[config.mk]
export PLATFORM = sky130hd
export DESIGN_NAME = keypad_scanner_flat
export DESIGN_NICKNAME = d
export VERILOG_FILES = /design/src/rtl/keypad_pkg.sv /design/src/rtl/keypad_scanner_if.sv /design/src/rtl/keypad_debounce.sv /design/src/rtl/keypad_scanner.sv /design/src/flat_wrapper.sv
export SDC_FILE = /design/constraint.sdc
export NUM_CORES = 1
export LEC_CHECK = 0
export ABC_AREA = 1
export CAP_MARGIN = 20
export CORE_ASPECT_RATIO = 1.5
export CORE_MARGIN = 4
export CORE_UTILIZATION = 40
export CTS_CLUSTER_SIZE = 10
export DETAILED_ROUTE_END_ITERATION = 10
export GPL_ROUTABILITY_DRIVEN = 0
export SLEW_MARGIN = 20
export SYNTH_ARGS = -nofsm -noshare
export SYNTH_HDL_FRONTEND = slang
export SYNTH_HIERARCHICAL = 1
export SYNTH_SLANG_ARGS = --single-unit
[constraint.sdc]
create_clock -name clk -period 4.01 [get_ports clk]
set_input_delay 0.401 -clock clk [delete_from_list [all_inputs] [get_ports clk]]
set_output_delay 0.401 -clock clk [all_outputs]
set_load 0.03 [all_outputs]
[src/rtl/keypad_pkg.sv]
// Shared definitions for the keypad scanner: FSM encoding, default matrix size
// and the all-ones row code the decoder treats as an invalid (multi-row) press.
package keypad_pkg;

    localparam int KEY_ROW_DEF = 4;
    localparam int KEY_COL_DEF = 4;

    // Cast down to the row width at the point of use.
    localparam logic [31:0] ROW_INVALID = '1;

    typedef enum logic [1:0] {
        ST_SCAN,
        ST_DEBOUNCE,
        ST_HOLD
    } state_t;

endpackage

[src/rtl/keypad_scanner_if.sv]
// Pin and decoder-side signals of the keypad scanner; master is the scanner,
// slave is the keypad/decoder side.
interface keypad_scanner_if
    import keypad_pkg::*;
#(
    parameter int KEY_ROW = KEY_ROW_DEF,
    parameter int KEY_COL = KEY_COL_DEF
);
    logic [KEY_ROW-1:0] row_sense;
    logic [KEY_COL-1:0] col_drive;
    logic [KEY_ROW-1:0] row;
    logic [KEY_COL-1:0] col;
    logic               key_in;
    logic               busy;

    modport master (
        input  row_sense,
        output col_drive, row, col, key_in, busy
    );

    modport slave (
        output row_sense,
        input  col_drive, row, col, key_in, busy
    );
endinterface

[src/rtl/keypad_debounce.sv]
// Stable-pattern counter: counts consecutive cycles where i_data equals i_ref and
// flags o_done on the cycle the count reaches DEBOUNCE_CNT.
module keypad_debounce
    import keypad_pkg::*;
#(
    parameter int WIDTH        = KEY_ROW_DEF,
    parameter int DEBOUNCE_CNT = 8
) (
    input  logic             clk,
    input  logic             rst,
    input  logic             i_en,
    input  logic             i_clr,
    input  logic [WIDTH-1:0] i_data,
    input  logic [WIDTH-1:0] i_ref,
    output logic             o_match,
    output logic             o_done
);
    logic [DEBOUNCE_CNT-1:0] r_cnt;

    assign o_match = (i_data == i_ref);
    assign o_done  = i_en && o_match && (r_cnt == DEBOUNCE_CNT'(DEBOUNCE_CNT - 1));

    // NOTE: sequential state uses <= so every flop samples pre-edge values.
    always_ff @(posedge clk) begin
        if (rst || i_clr) begin
            r_cnt <= '0;
        end else if (i_en) begin
            r_cnt <= o_match ? r_cnt + 1'b1 : '0;
        end
    end
endmodule

[src/rtl/keypad_scanner.sv]
// 4x4 keypad column scanner with press/release debounce and a one-cycle key_in strobe.
// Optional auto-repeat while a key is held is enabled by defining KEYPAD_AUTOREPEAT_EN.
module keypad_scanner
    import keypad_pkg::*;
#(
    parameter int KEY_ROW      = KEY_ROW_DEF,
    parameter int KEY_COL      = KEY_COL_DEF,
    parameter int SCAN_DIV     = 16,
    parameter int DEBOUNCE_CNT = 8,
    parameter int REPEAT_CNT   = 256
) (
    input  logic             clk,
    input  logic             rst,
    keypad_scanner_if.master bus
);
    localparam int                 DWELL_W = $clog2(SCAN_DIV);
    localparam logic [KEY_ROW-1:0] ROW_BAD = KEY_ROW'(ROW_INVALID);

    if (SCAN_DIV < 2 || DEBOUNCE_CNT < 1 || REPEAT_CNT < 2) begin : g_param_check
        $error("keypad_scanner: SCAN_DIV>=2, DEBOUNCE_CNT>=1, REPEAT_CNT>=2 required");
    end

    state_t             r_state, w_next_state;
    logic [KEY_ROW-1:0] r_sync, r_rs, r_pat, r_row, w_row_idx;
    logic [KEY_COL-1:0] r_c, w_c_next, r_col_drive, r_col;
    logic [DWELL_W-1:0] r_dwell;
    logic               r_key_in, r_busy;
    logic               w_advance, w_latch, w_strobe, w_onehot;
    logic               w_db_en, w_db_clr, w_db_match, w_db_done;
    logic [KEY_ROW-1:0] w_db_ref;

    // One debounce counter serves both phases: press compares against pat, release against 0.
    assign w_db_ref = (r_state == ST_HOLD) ? '0 : r_pat;
    assign w_db_en  = (r_state != ST_SCAN);
    assign w_db_clr = (w_next_state != r_state);

    keypad_debounce #(
        .WIDTH        (KEY_ROW),
        .DEBOUNCE_CNT (DEBOUNCE_CNT)
    ) u_debounce (
        .clk     (clk),
        .rst     (rst),
        .i_en    (w_db_en),
        .i_clr   (w_db_clr),
        .i_data  (r_rs),
        .i_ref   (w_db_ref),
        .o_match (w_db_match),
        .o_done  (w_db_done)
    );

    assign w_c_next = (r_c == KEY_COL'(KEY_COL - 1)) ? '0 : r_c + 1'b1;

`ifdef KEYPAD_AUTOREPEAT_EN
    localparam int REP_W = $clog2(REPEAT_CNT);

    logic [REP_W-1:0] r_rep_cnt;
    logic             r_rep_stop, w_rep_fire;

    assign w_rep_fire = (r_state == ST_HOLD) && !r_rep_stop && (r_rs == r_pat)
                        && (r_rep_cnt == REP_W'(REPEAT_CNT - 1));

    // A different nonzero pattern while held latches r_rep_stop until the key is released.
    always_ff @(posedge clk) begin
        if (rst || r_state != ST_HOLD) begin
            r_rep_cnt  <= '0;
            r_rep_stop <= 1'b0;
        end else begin
            if (r_rs != '0 && r_rs != r_pat) r_rep_stop <= 1'b1;
            if (w_strobe || r_rs != r_pat) r_rep_cnt <= '0;
            else if (!r_rep_stop)          r_rep_cnt <= r_rep_cnt + 1'b1;
        end
    end
`endif

    always_comb begin
        // NOTE: every comb output gets a default first so no path infers a latch.
        w_onehot  = (r_pat != '0) && ((r_pat & (r_pat - 1'b1)) == '0);
        w_row_idx = ROW_BAD;
        if (w_onehot) begin
            for (int i = 0; i < KEY_ROW; i++) begin
                if (r_pat[i]) w_row_idx = KEY_ROW'(i);
            end
        end
    end

    always_comb begin
        w_next_state = r_state;
        w_advance    = 1'b0;
        w_latch      = 1'b0;
        w_strobe     = 1'b0;
        case (r_state)
            ST_SCAN: begin
                if (r_dwell == DWELL_W'(SCAN_DIV - 1)) begin
                    if (r_rs != '0) begin
                        w_next_state = ST_DEBOUNCE;
                        w_latch      = 1'b1;
                    end else begin
                        w_advance = 1'b1;
                    end
                end
            end
            ST_DEBOUNCE: begin
                if (!w_db_match) begin
                    w_next_state = ST_SCAN;
                    w_advance    = 1'b1;
                end else if (w_db_done) begin
                    w_next_state = ST_HOLD;
                    w_strobe     = 1'b1;
                end
            end
            ST_HOLD: begin
                if (w_db_done) begin
                    w_next_state = ST_SCAN;
                    w_advance    = 1'b1;
                end
`ifdef KEYPAD_AUTOREPEAT_EN
                else if (w_rep_fire) begin
                    w_strobe = 1'b1;
                end
`endif
            end
            default: w_next_state = ST_SCAN;
        endcase
    end

    always_ff @(posedge clk) begin
        if (rst) r_state <= ST_SCAN;
        else     r_state <= w_next_state;
    end

    always_ff @(posedge clk) begin
        if (rst) begin
            r_sync      <= '0;
            r_rs        <= '0;
            r_pat       <= '0;
            r_c         <= '0;
            r_col_drive <= KEY_COL'(1);
            r_dwell     <= '0;
            r_row       <= '0;
            r_col       <= '0;
            r_key_in    <= 1'b0;
            r_busy      <= 1'b0;
        end else begin
            r_sync <= bus.row_sense;
            r_rs   <= r_sync;
            if (w_advance) begin
                r_c         <= w_c_next;
                r_col_drive <= KEY_COL'(1) << w_c_next;
                r_dwell     <= '0;
            end else if (w_latch) begin
                r_pat   <= r_rs;
                r_dwell <= '0;
            end else if (r_state == ST_SCAN) begin
                r_dwell <= r_dwell + 1'b1;
            end
            r_key_in <= w_strobe;
            if (w_strobe) begin
                r_row <= w_row_idx;
                r_col <= r_c;
            end
            r_busy <= (w_next_state != ST_SCAN);
        end
    end

    assign bus.col_drive = r_col_drive;
    assign bus.row       = r_row;
    assign bus.col       = r_col;
    assign bus.key_in    = r_key_in;
    assign bus.busy      = r_busy;
endmodule
[src/flat_wrapper.sv]
// flat-port wrapper written by rule: the top's interface ports become plain ports
module keypad_scanner_flat import keypad_pkg::*;
#(
    parameter int KEY_ROW      = KEY_ROW_DEF,
    parameter int KEY_COL      = KEY_COL_DEF,
    parameter int SCAN_DIV     = 16,
    parameter int DEBOUNCE_CNT = 8,
    parameter int REPEAT_CNT   = 256
)
  (clk, rst, bus_row_sense, bus_col_drive, bus_row, bus_col, bus_key_in, bus_busy);
  keypad_scanner_if #(.KEY_ROW(KEY_ROW), .KEY_COL(KEY_COL)) bus_i ();
  input  logic clk;
  input  logic rst;
  input wire logic [$bits(bus_i.row_sense)-1:0] bus_row_sense;
  output wire logic [$bits(bus_i.col_drive)-1:0] bus_col_drive;
  output wire logic [$bits(bus_i.row)-1:0] bus_row;
  output wire logic [$bits(bus_i.col)-1:0] bus_col;
  output wire logic [$bits(bus_i.key_in)-1:0] bus_key_in;
  output wire logic [$bits(bus_i.busy)-1:0] bus_busy;
  assign bus_i.row_sense = bus_row_sense;
  assign bus_col_drive = bus_i.col_drive;
  assign bus_row = bus_i.row;
  assign bus_col = bus_i.col;
  assign bus_key_in = bus_i.key_in;
  assign bus_busy = bus_i.busy;
  keypad_scanner #(.KEY_ROW(KEY_ROW), .KEY_COL(KEY_COL), .SCAN_DIV(SCAN_DIV), .DEBOUNCE_CNT(DEBOUNCE_CNT), .REPEAT_CNT(REPEAT_CNT)) u_core (.clk(clk), .rst(rst), .bus(bus_i));
endmodule
==> results_dict.tcl <==
set metrics [dict create \
    cts_tree "yes" \
    rr_worst_depth 20 \
    final.setup.tns_ns 0 \
    start_kind "register" \
    synthesis.area_um2 2060 \
    wire_per_inst_um 10.1 \
    antenna_cells 0 \
    fin_crit_ns 2.76 \
    insertion_delay_ns 0.29 \
    use_met1 0.150 \
    yosys_warnings 6 \
    post_cts.repair.setup_buffers 0 \
    synth_fp_nets 295 \
    final_nets 314 \
    fin_util 0.484 \
    yosysTopAreaCellShare 0.418 \
    core_um2 4890 \
    final_max_slew_viol_count 0 \
    routed_wl_um 3760 \
    portBuffers 19 \
    crit_path_max_fanout 13 \
    synth_edf_count 0 \
    gr-max-usage-layer "met2" \
    routed_via_density 4.49 \
    grt_pass1_vias 1480 \
    worstMarginPinSlew_ns 0.762 \
    drt_iter0_markers 75 \
    finalCritPeriodShare 0.688 \
    ctsHoldBuffers 0 \
    use_met2 0.225 \
    critPathKind "register to register" \
    die_w_um 66.6 \
    ys.flop_type "dfxtp_1" \
    synthCells 286 \
    seq_area_um2 861 \
    timing.reg2reg.setup_slack_ns 1.25 \
    die_h_um 95.8 \
    grt_use_total 0.132 \
    multi_input_area_um2 932 \
    netSwitchingFraction 0.228 \
    p_switching_w 0.000168 \
    worstPathArrival_ns 2.99 \
    ys_types 26 \
    cts_sinks 43 \
    endpoint_kind "register" \
    drtAntennaViolNets 0 \
    cts_buffers 5 \
    clk_path_buf_depth 2 \
    cts_root_buffer "clkbuf_8" \
    clk_pin_slew_ns 0.08 \
    gr-total-overflow 0 \
    rr_endpoint "u_core/u_debounce/r_cnt[0]" \
    crit_start "u_core/r_state[0]" \
    vias 1669 \
    grt_start_max_net_pins 18 \
    htree_levels 2 \
    status "finished, final reports clean" \
    fmax_mhz 362 \
    intPower_w 0.000569 \
    fin_skew_ns 0.00586 \
    initial_core_util 0.421 \
    gr-usage-met3 0.0397 \
    syn2layout_area_growth_pct 15.0 \
    drc 0 \
    p_comb_frac 0.046 \
    synthTopCellsByCount "inv_1, nand2_1, nor2_1" \
    async_flop_share 0 \
    setup_violations 0 \
    crit_required_ns 4.24 \
    peakVddDrop_uv 230 \
    r2r-start "u_core/r_state[0]" \
    rsz0062_at_grt "false" \
    min_path_type "register to register" \
    first_pass_iters 4 \
    synth_top_area_cell "dfxtp_1" \
    yosysMostFrequentCell "inv_1" \
    power_frac_clock 0.360 \
    power_frac_seq 0.594 \
    rows 31 \
    fin_total_pwr_w 0.000737 \
    relSlewSlack 0.491 \
    drive_above_1_share 0.0882 \
    syn_avg_cell_area_um2 7.19 \
    maxCapViolations 0 \
    powerDensity_nw_per_um2 312 \
    n_fill_cell 526 \
    ys_ff_latch 43 \
    yosysSeqAreaShare 0.418 \
    antenna_found_initial 0 \
    dpl.hpwl_um 2860 \
    ys_top_cells_by_area "dfxtp_1, inv_1, nand2_1" \
    finalHoldViolations 0 \
    power_leakage_nw 1.03 \
    io_pins 20 \
    postCtsResizedCells 0 \
    worstSetupEndpoint "u_core/u_debounce/r_cnt[0]" \
    die_area_um2 6380 \
    grt_pass1_wl_um 6350 \
]
==> metrics by stage <==
step | cells | hold slack, ns | worst slack, ns | instance area [µm²]
3_3_place_gp | 364 | 0.391 | 1.39 | 2280
6_report | 372 | 0.398 | 1.25 | 2360
4_1_cts | 372 | 0.400 | 1.22 | 2360
3_5_place_dp | 364 | 0.394 | 1.27 | 2280
5_1_grt | 372 | 0.424 | 0.859 | 2360
2_1_floorplan | 286 | 0.388 | 1.77 | 2060
==> layout make-up <==
| cell class | count | area share |
|---|---|---|
| sequential | 43 | 0.364 |
| clock buffer | 6 | 0.0307 |
| tap | 66 | 0.0349 |
| timing repair buffer | 19 | 0.0804 |
| multi-input combinational | 179 | 0.394 |
| inverter | 57 | 0.0905 |
| clock inverter | 2 | 0.00529 |
==> registers in the layout, summed over array words and instances (netlist names) <==
name                     count
u_core/r_dwell               4
u_core/bus.col_drive         4
u_core/r_state               2
u_core/bus.col               4
u_core/r_sync                4
u_core/bus.key_in            1
u_core/u_debounce/r_cnt      8
u_core/bus.row               3
u_core/r_rs                  4
u_core/bus.busy              1
u_core/r_pat                 4
u_core/r_c                   4
==> per-layer routing <==
layer	wire [µm]	part of all wire
met2	1930	0.51
met5	0	0
met3	121	0.032
met1	1640	0.43
met4	73	0.019
==> cells in the final DEF (no fill, tap or decap), types with 7 or more instances in the layout <==
cell / n
inv_1: 54
nand2_1: 47
nor2_1: 44
dfxtp_1: 43
clkdlybuf4s50_1: 19
o21ai_0: 17
nand3_1: 13
a21oi_1: 12
nand4_1: 10
xor2_1: 7
==> critical path, stage by stage, from the launching register on <==
cell and delay [ns]:
dfxtp_1 0.38, inv_2 0.08, nand2_1 0.08, inv_1 0.08, nor2_1 0.14, inv_1 0.05
nand2_1 0.05, nand2_1 0.05, nor2_1 0.13, nand2_1 0.09, inv_1 0.11, nand2_1 0.09
nor3_2 0.24, nand3_2 0.17, inv_2 0.20, nor2_1 0.10, nand2_1 0.06, nand4_1 0.07
nor2_1 0.25, o21ai_0 0.15, a21oi_1 0.14
==> worst min-delay path by stage <==
stage	end	slack, ns	cells past startpoint	start
floorplan	u_core/r_rs[0]	0.39	2	u_core/r_sync[0]
finish	u_core/r_rs[1]	0.40	2	u_core/r_sync[1]
CTS	u_core/r_rs[1]	0.40	2	u_core/r_sync[1]
global placement	u_core/r_rs[0]	0.39	2	u_core/r_sync[0]
global route	u_core/r_rs[0]	0.42	2	u_core/r_sync[0]
detailed placement	u_core/r_rs[1]	0.39	2	u_core/r_sync[1]
==> cell families (layout without fill, tap and decap cells) <==
family | after synthesis | after routing | share of synthesized area
xor gates and xnor gates | 8 | 8 | 0.0341
adders and majority gates | 3 | 3 | 0.0183
DFF | 43 | 43 | 0.418
and+or+nand+nor | 131 | 131 | 0.308
buffers and inverters | 64 | 84 | 0.128
AOI/OAI and AO/OA | 36 | 36 | 0.0882
muxes | 1 | 1 | 0.00487
==> power by group through the flow <==
stage,clock (W),combinational [W],sequential (W)
2_1_floorplan,0,0.0000260,0.000446
3_3_place_gp,0,0.0000343,0.000448
3_5_place_dp,0,0.0000349,0.000448
4_1_cts,0.000280,0.0000351,0.000438
5_1_grt,0.000299,0.0000393,0.000438
6_report,0.000265,0.0000342,0.000438
Power figures use the tool's default switching activity.
